**src/rtl/doodle_frame_sequencer.sv**
```systemverilog
// Frame-level sequencer for the doodle-jump core: divides the clock into
// frames, latches the buttons once per frame and steps the datapath through
// physics -> collision -> render, with done/timeout handshakes.
module doodle_frame_sequencer #(
    parameter int FRAME_CYCLES = 50,
    parameter int TIMEOUT      = 255
) (
    input  logic        clk,
    input  logic        reset,
    input  logic        left,
    input  logic        right,
    input  logic        collideDone,
    input  logic        renderDone,
    output logic        moveLeft,
    output logic        moveRight,
    output logic        physicsUpdate,
    output logic        collideReq,
    output logic        renderReq,
    output logic [15:0] frameCount,
    output logic        overrun,
    output logic        timeoutErr,
    output logic [2:0]  state
);

    localparam int TW = (FRAME_CYCLES > 1) ? $clog2(FRAME_CYCLES) : 1;

    typedef enum logic [2:0] {
        IDLE    = 3'd0,
        SAMPLE  = 3'd1,
        PHYS    = 3'd2,
        COLLIDE = 3'd3,
        RENDER  = 3'd4
    } state_t;

    state_t        state_q, state_d;
    logic [TW-1:0] tick_cnt_q;
    logic [7:0]    wait_cnt_q, wait_cnt_d;
    logic          left_seen_q, right_seen_q;
    logic          move_left_q, move_left_d;
    logic          move_right_q, move_right_d;
    logic [15:0]   frame_cnt_q, frame_cnt_d;
    logic          overrun_q;
    logic          timeout_q, timeout_d;

    logic frame_tick;
    logic wait_hit;

    assign frame_tick = (tick_cnt_q == TW'(FRAME_CYCLES - 1));
    // The exit edge is the TIMEOUT-th edge spent waiting.
    assign wait_hit   = (wait_cnt_q == 8'(TIMEOUT - 1));

    // Free-running frame timer and button latches (a press wins over the SAMPLE clear).
    always_ff @(posedge clk or posedge reset) begin
        if (reset) begin
            tick_cnt_q   <= '0;
            left_seen_q  <= 1'b0;
            right_seen_q <= 1'b0;
            overrun_q    <= 1'b0;
        end else begin
            tick_cnt_q   <= frame_tick ? '0 : tick_cnt_q + 1'b1;
            left_seen_q  <= left  | (left_seen_q  & (state_q != SAMPLE));
            right_seen_q <= right | (right_seen_q & (state_q != SAMPLE));
            // A tick outside IDLE is dropped; remember that it happened.
            if (frame_tick && (state_q != IDLE)) overrun_q <= 1'b1;
        end
    end

    // FSM state and per-frame registers.
    always_ff @(posedge clk or posedge reset) begin
        if (reset) begin
            state_q      <= IDLE;
            wait_cnt_q   <= '0;
            move_left_q  <= 1'b0;
            move_right_q <= 1'b0;
            frame_cnt_q  <= '0;
            timeout_q    <= 1'b0;
        end else begin
            state_q      <= state_d;
            wait_cnt_q   <= wait_cnt_d;
            move_left_q  <= move_left_d;
            move_right_q <= move_right_d;
            frame_cnt_q  <= frame_cnt_d;
            timeout_q    <= timeout_d;
        end
    end

    // Next-state logic and Moore decodes of the phase strobes/requests.
    always_comb begin
        state_d       = state_q;
        wait_cnt_d    = wait_cnt_q;
        move_left_d   = move_left_q;
        move_right_d  = move_right_q;
        frame_cnt_d   = frame_cnt_q;
        timeout_d     = timeout_q;
        physicsUpdate = 1'b0;
        collideReq    = 1'b0;
        renderReq     = 1'b0;
        case (state_q)
            IDLE: begin
                if (frame_tick) state_d = SAMPLE;
            end
            SAMPLE: begin
                // Conflicting presses cancel each other.
                move_left_d  = left_seen_q & ~right_seen_q;
                move_right_d = right_seen_q & ~left_seen_q;
                state_d      = PHYS;
            end
            PHYS: begin
                physicsUpdate = 1'b1;
                wait_cnt_d    = '0;
                state_d       = COLLIDE;
            end
            COLLIDE: begin
                collideReq = 1'b1;
                wait_cnt_d = wait_cnt_q + 8'd1;
                if (collideDone || wait_hit) begin
                    if (!collideDone) timeout_d = 1'b1;
                    wait_cnt_d = '0;
                    state_d    = RENDER;
                end
            end
            RENDER: begin
                renderReq  = 1'b1;
                wait_cnt_d = wait_cnt_q + 8'd1;
                if (renderDone || wait_hit) begin
                    if (!renderDone) timeout_d = 1'b1;
                    wait_cnt_d  = '0;
                    frame_cnt_d = frame_cnt_q + 16'd1;
                    state_d     = IDLE;
                end
            end
            default: state_d = IDLE;
        endcase
    end

    assign moveLeft   = move_left_q;
    assign moveRight  = move_right_q;
    assign frameCount = frame_cnt_q;
    assign overrun    = overrun_q;
    assign timeoutErr = timeout_q;
    assign state      = state_q;

endmodule

```
**config.mk**
```make
export PLATFORM = sky130hd
export DESIGN_NAME = doodle_frame_sequencer
export DESIGN_NICKNAME = d
export VERILOG_FILES = /design/src/rtl/doodle_frame_sequencer.sv
export SDC_FILE = /design/constraint.sdc
export NUM_CORES = 1
export LEC_CHECK = 0
export BUFFER_PORTS_ARGS = -buffer_cell sky130_fd_sc_hd__clkbuf_2
export CAP_MARGIN = 15
export CORE_UTILIZATION = 59
export CTS_CLUSTER_DIAMETER = 40
export DETAILED_ROUTE_END_ITERATION = 16
export PLACE_DENSITY = 0.93
export SLEW_MARGIN = 30
export SYNTH_ARGS = -nofsm -noshare
export SYNTH_HDL_FRONTEND = slang
export SYNTH_SLANG_ARGS = --single-unit
```
**constraint.sdc**
```tcl
create_clock -name clk -period 4 [get_ports clk]
set_clock_uncertainty 0.1 [all_clocks]
set_input_delay 0.6 -clock clk [delete_from_list [all_inputs] [get_ports clk]]
set_output_delay 0.6 -clock clk [all_outputs]
set_load 0.005 [all_outputs]
```
* Word-level counts from Yosys, hierarchy flattened
Index checks and enable logic that the tools add are counted.
** Cells by class
- Mux-type cells :: 16
- Eq/ne operators :: 12
- Reduce and logical (&&, ||, !) cells :: 10
- Bitwise logic cells :: 8
- Add/subtract/negate cells :: 3
** Operator list (number)
- one-hot mux 8 bit (3 select lines) :: 1
- adder 16 x 1 -> 16 bit (second input constant) :: 1
- two-way mux 8 bit :: 2
- one-hot mux 3 bit (5 select lines) :: 1
- != test 2 bit (second input constant) :: 5
- two-way mux 3 bit :: 3
- adder 8 x 1 -> 8 bit (second input constant) :: 1
- equality test 8 bit (second input constant) :: 1
- two-way mux 1 bit :: 7
- adder 6 x 1 -> 6 bit (second input constant) :: 1
- equality test 3 x 2 -> 1 bit (second input constant) :: 2
- equality test 6 bit (second input constant) :: 1
- two-way mux 6 bit :: 1
- nonzero test 3 bit :: 2
- AND reduction 5 bit :: 1
- AND 1 bit :: 4
- equality test 3 x 1 -> 1 bit (second input constant) :: 1
- equality test 3 bit (second input constant) :: 1
- logical NOT 3 bit :: 1
- != test 3 x 1 -> 1 bit (second input constant) :: 1
- AND reduction 3 bit :: 1
- logical OR 1 bit :: 2
- NOT 1 bit :: 2
- bitwise OR 1 bit :: 2
- 4 further kinds :: 4
** Word-level totals
- Output and inout bits :: 26
- Word-level logic and storage cells :: 59
- Bits of input ports :: 6
- Flip-flop bits (word level) :: 39

* Longest topological paths before layout
- Word-level depth :: 4
- Gate-level depth with buffers :: 7
- Mapped depth without buffers :: 6

* Least setup slack after synthesis
OpenSTA, ideal clock, no wires.
- Path type :: register to register
- From :: register state_q[0], in the netlist state[0]
- To :: register wait_cnt_q[4]
- Data required time :: 3.820 ns
- Slack :: 2.110 ns
- Period minus slack after synthesis :: 1.890 ns
- Arrival :: 1.710 ns
- Library setup time :: 0.080 ns
- Buffers on the path :: 2
- Stages on the path, launching flop included :: 7
- Path through :: dfrtp_1 > or3b_1 > buf_6 > o22a_4 > or2_0 > buf_6 > o211ai_2
** Between the ends
- Cells in the longest elaborated chain, start to end :: 2
- Elaborated cells between the ends (all ways) :: 5
- Classes of those cells :: 3 x eq/ne; 1 x mux; 1 x reduce/logical
** RTL lines
- start: declaration :: line 35 : state_t state_q, state_d;
- start signal: assignment :: line 78 : state_q <= state_d;
- equality test 3 bit or equality test 3 x 2 -> 1 bit (tied branches) :: line 98 : case (state_q)
- one-hot mux 8 bit (3 select lines) or nonzero test 3 bit (tied branches)
- end signal: assignment :: line 79 : wait_cnt_q <= wait_cnt_d;
- end: declaration :: line 37 : logic [7:0] wait_cnt_q, wait_cnt_d;
Several ways; a longest one is shown, not always the timed one.
A chain may end at the register's enable or synchronous reset.

* Final worst setup path
- From :: register state_q[0], in the netlist state[0]
- To :: output port renderReq
** Between the ends
- Cells in the longest elaborated chain, start to end :: 2
** RTL lines
- equality test 3 bit :: line 98
- two-way mux 1 bit :: line 98
- end: declaration :: line 18 : output logic renderReq,
No other way between the ends.

==> run summary <==
The die is 58.81 um tall. Among cell families on the critical path, the largest total delay comes from simple AND/OR/NAND/NOR gates. The later pin in the worst-skew pair is clocked with a latency of 0.34 ns. The reported leakage power was 0.9685 nW; the final setup violation count was 0. The number of remaining DRC errors was 0.

The routed layout has 1507 vias. The run finished with clean final reports. Per-cell routed wire length: 13.40 um. In the post-synthesis netlist, the cell with the most instances is dfrtp_1. By count the netlist is led by dfrtp_1, nand2_1, xnor2_1, nand3_1, nor2_1. The number of fill cells is 241, and the top-area cell type share of the netlist area is 0.5125. The starting density of the core is 0.6238.

The Yosys step of the flow raised 0 warnings. During I/O placement, the number of pins put on the boundary was 32. Synthesized netlist net count: 198.

The ratio of final minimum period to clock period is 0.6168. The number of antenna diodes in the final layout is 0. The count of routing violations after the opening detailed-route iteration is 88, and the number of enable-type register cells in the synthesized netlist is 0. The startpoint identified for the worst register-to-register timing path is state[0]. The classification of the worst-slack hold path is input pin to asynchronous set/reset pin. The tools report the aggregate negative setup slack as 0 ns. The tools report the number of hold-repair buffers added at the cts stage as 0. For this run, the leading register cell type out of synthesis is dfrtp_1.

Traced cell by cell, the critical path runs through or3b_1 > clkinv_1 > clkbuf_2. The critical path's slowest cell was or3b_1. The run gives 1.77 ns as the critical path arrival. TritonCTS built the clock tree. The signed area change from the synthesized netlist to the final layout was 12.81%; the maximum number of pins on one net before global-route repair was 40.

STA classifies the critical path startpoint as a flop. The logs give 0 for the number of gates resized after cts and 0 for the post-CTS repair timing setup buffer count. The tool flagged a number of max-cap violations equal to 0. For the wire length of the first global-routing pass, the log shows 5975 um.

The run gives 0.5125 as the share of the yosys chip area belonging to registers. The peak ir drop on the vdd network came out at 0.0002570 V. Along the worst path, the maximum fanout reaches 9.

The sum of buffers and inverters on the critical path was 2; the number of clock buffers inserted by TritonCTS was 5. The synthesized design contains 39 register bits. The final layout contains routed wiring with a total length of 3592 um. The total overflow left after global routing is 0. The final number of hold-violating endpoints was 0; the clock slew at the register clock pins of the worst setup and hold paths was 0.11 ns. In this run the horizontal extent of the chip is 58.81 um. The logs give 0 for the initial antenna violation count and 39 for the number of clock sinks. The port buffer count came out at 31.

The detail route stage leaves a number of antenna-violating nets equal to 0. Dominant cell type by area after synthesis: dfrtp_1. The required time of the worst setup path is 3.30 ns, and the number of vias per cell after detailed routing is 5.623. The tools report the number of pins with negative max-slew slack in the final report as 0. Synthesis instantiated 42 different standard cells from the library. The die covers 0.003459 sq mm. The proportion of layout cells with a drive suffix above 1 was 0.1964. Sorting the synthesized cells by area gives the leading types as dfrtp_1, xnor2_1, nand2_1. The H-tree level count was 2. The worst setup path is of the flop to output port kind.

Total power draw: 0.9111 mW. The critical path starts at state[0]. The run gives 0.8545 as the final weighted congestion in routability-driven placement. The share of flip-flops with an asynchronous set or reset works out to 1.000. For this run, the post-layout net count is 234. A synthesized cell averages 10.18 sq um. The logs give 1324 for the number of global-route vias before repair and 4 for the number of optimization iterations in the first detailed-route pass. Setup repair after global routing left no endpoint under its margin.

The max-slew headroom at the worst pin came out at 0.6036. For this run, the top clock speed supported by timing is 405.3 MHz. Counting along the longest clock path gives a buffer depth of 2. In this run the power density over the cells is 424.1 mW/mm^2. The initialized floorplan defines 20 standard-cell rows. For the pin with the worst max-slew slack, the measured transition is 0.5942 ns.

Largest stage delay on the critical path: 0.57 ns. Synthesis produced 187 cells. The overall routing resource usage was 0.2342. The routed design could run at a clock period as short as 2.467 ns.

The total core area came out at 0.003053 sq mm. The tree is rooted in a clkbuf_4. Once detailed placement completed, the half-perimeter wirelength came to 2571 um.

The worst setup path is captured at an output port. The run gives 0.001904 sq mm as the netlist area before placement.
routing by layer:
layer  wire length (um)  vias up  part of all wire  track usage
met5                  0        -                 0            0
met4                 62        0             0.017       0.1190
met2               1743       56              0.49       0.3620
met3                199        7             0.055      0.04835
li1                   -      733                 -            -
met1               1587      711              0.44       0.3142
layout make-up:
| class | instances | area (sq um) | share of cell area |
|---|---|---|---|
| sequential | 39 | 975.9 | 0.4543 |
| multi-input combinational | 136 | 870.8 | 0.4054 |
| timing repair buffer | 32 | 162.7 | 0.07571 |
| tap | 44 | 55.05 | 0.02563 |
| clock buffer | 7 | 45.04 | 0.02097 |
| inverter | 9 | 33.78 | 0.01573 |
| clock inverter | 1 | 5.005 | 0.002330 |
where the power goes:
group / internal (mW) / leakage [nW] / switching [mW] / total, mW
Clock: 0.0685 / 0.0293 / 0.121 / 0.190
Sequential: 0.441 / 0.510 / 0.0583 / 0.499
Combinational: 0.103 / 0.429 / 0.119 / 0.222
Total: 0.612 / 0.969 / 0.299 / 0.911
layout by cell type (no fill, tap or decap), types with 5 or more instances in the layout:
master	instances
o21ai_1	5
clkbuf_2	31
nand4_1	6
nor2_1	13
nand2_1	21
dfrtp_1	39
ha_1	5
clkbuf_4	5
nand3_1	15
xnor2_1	17
inv_1	8
nor3_1	6
flip-flops by register name, indices dropped and copies added, names as in the netlist, 3 cells and up:
name	flops
state	3
frameCount	16
wait_cnt_q	8
tick_cnt_q	6
cell families (layout without fill, tap and decap cells):
logic type,Yosys count,after routing,share of synthesized area
AND/OR/NAND/NOR,80,80,0.2096
buffers and inverters,12,49,0.03219
multiplexers,4,4,0.02168
AO/OA/AOI/OAI,29,29,0.1084
flip-flops,39,39,0.5125
adder cells (fa/ha/maj),5,5,0.03285
XOR/XNOR,18,18,0.08279
tightest hold or removal path, cell delays in order:
cell and delay [ns]:
clkbuf_2 0.08, inv_1 0.04, buf_4 0.40
worst paths after layout:
check	end	slack, ns	cells after the start
worst max-delay path	renderReq	1.53	3
worst min-delay path	tick_cnt_q[4]	0.22	3
worst max register to register	frameCount[15]	1.86	4
worst min register to register	frameCount[15]	0.37	1
max in group asynchronous	moveLeft	3.24	3
min in group clk	right_seen_q	0.33	2
stage by stage:
step / cell area (sq um) / worst slack, ns / util / instances / hold WS, ns
finish: 2148 / 1.533 / 0.7037 / 268 / 0.2239
global placement: 2095 / 1.727 / 0.6861 / 260 / 0.3520
CTS: 2145 / 1.520 / 0.7025 / 268 / 0.2403
floorplan: 1904 / 2.110 / - / 187 / 0.3510
global route: 2148 / 1.418 / 0.7037 / 268 / 0.2863
detailed placement: 2095 / 1.567 / 0.6861 / 260 / 0.3604
Power figures use the tool's default switching activity.
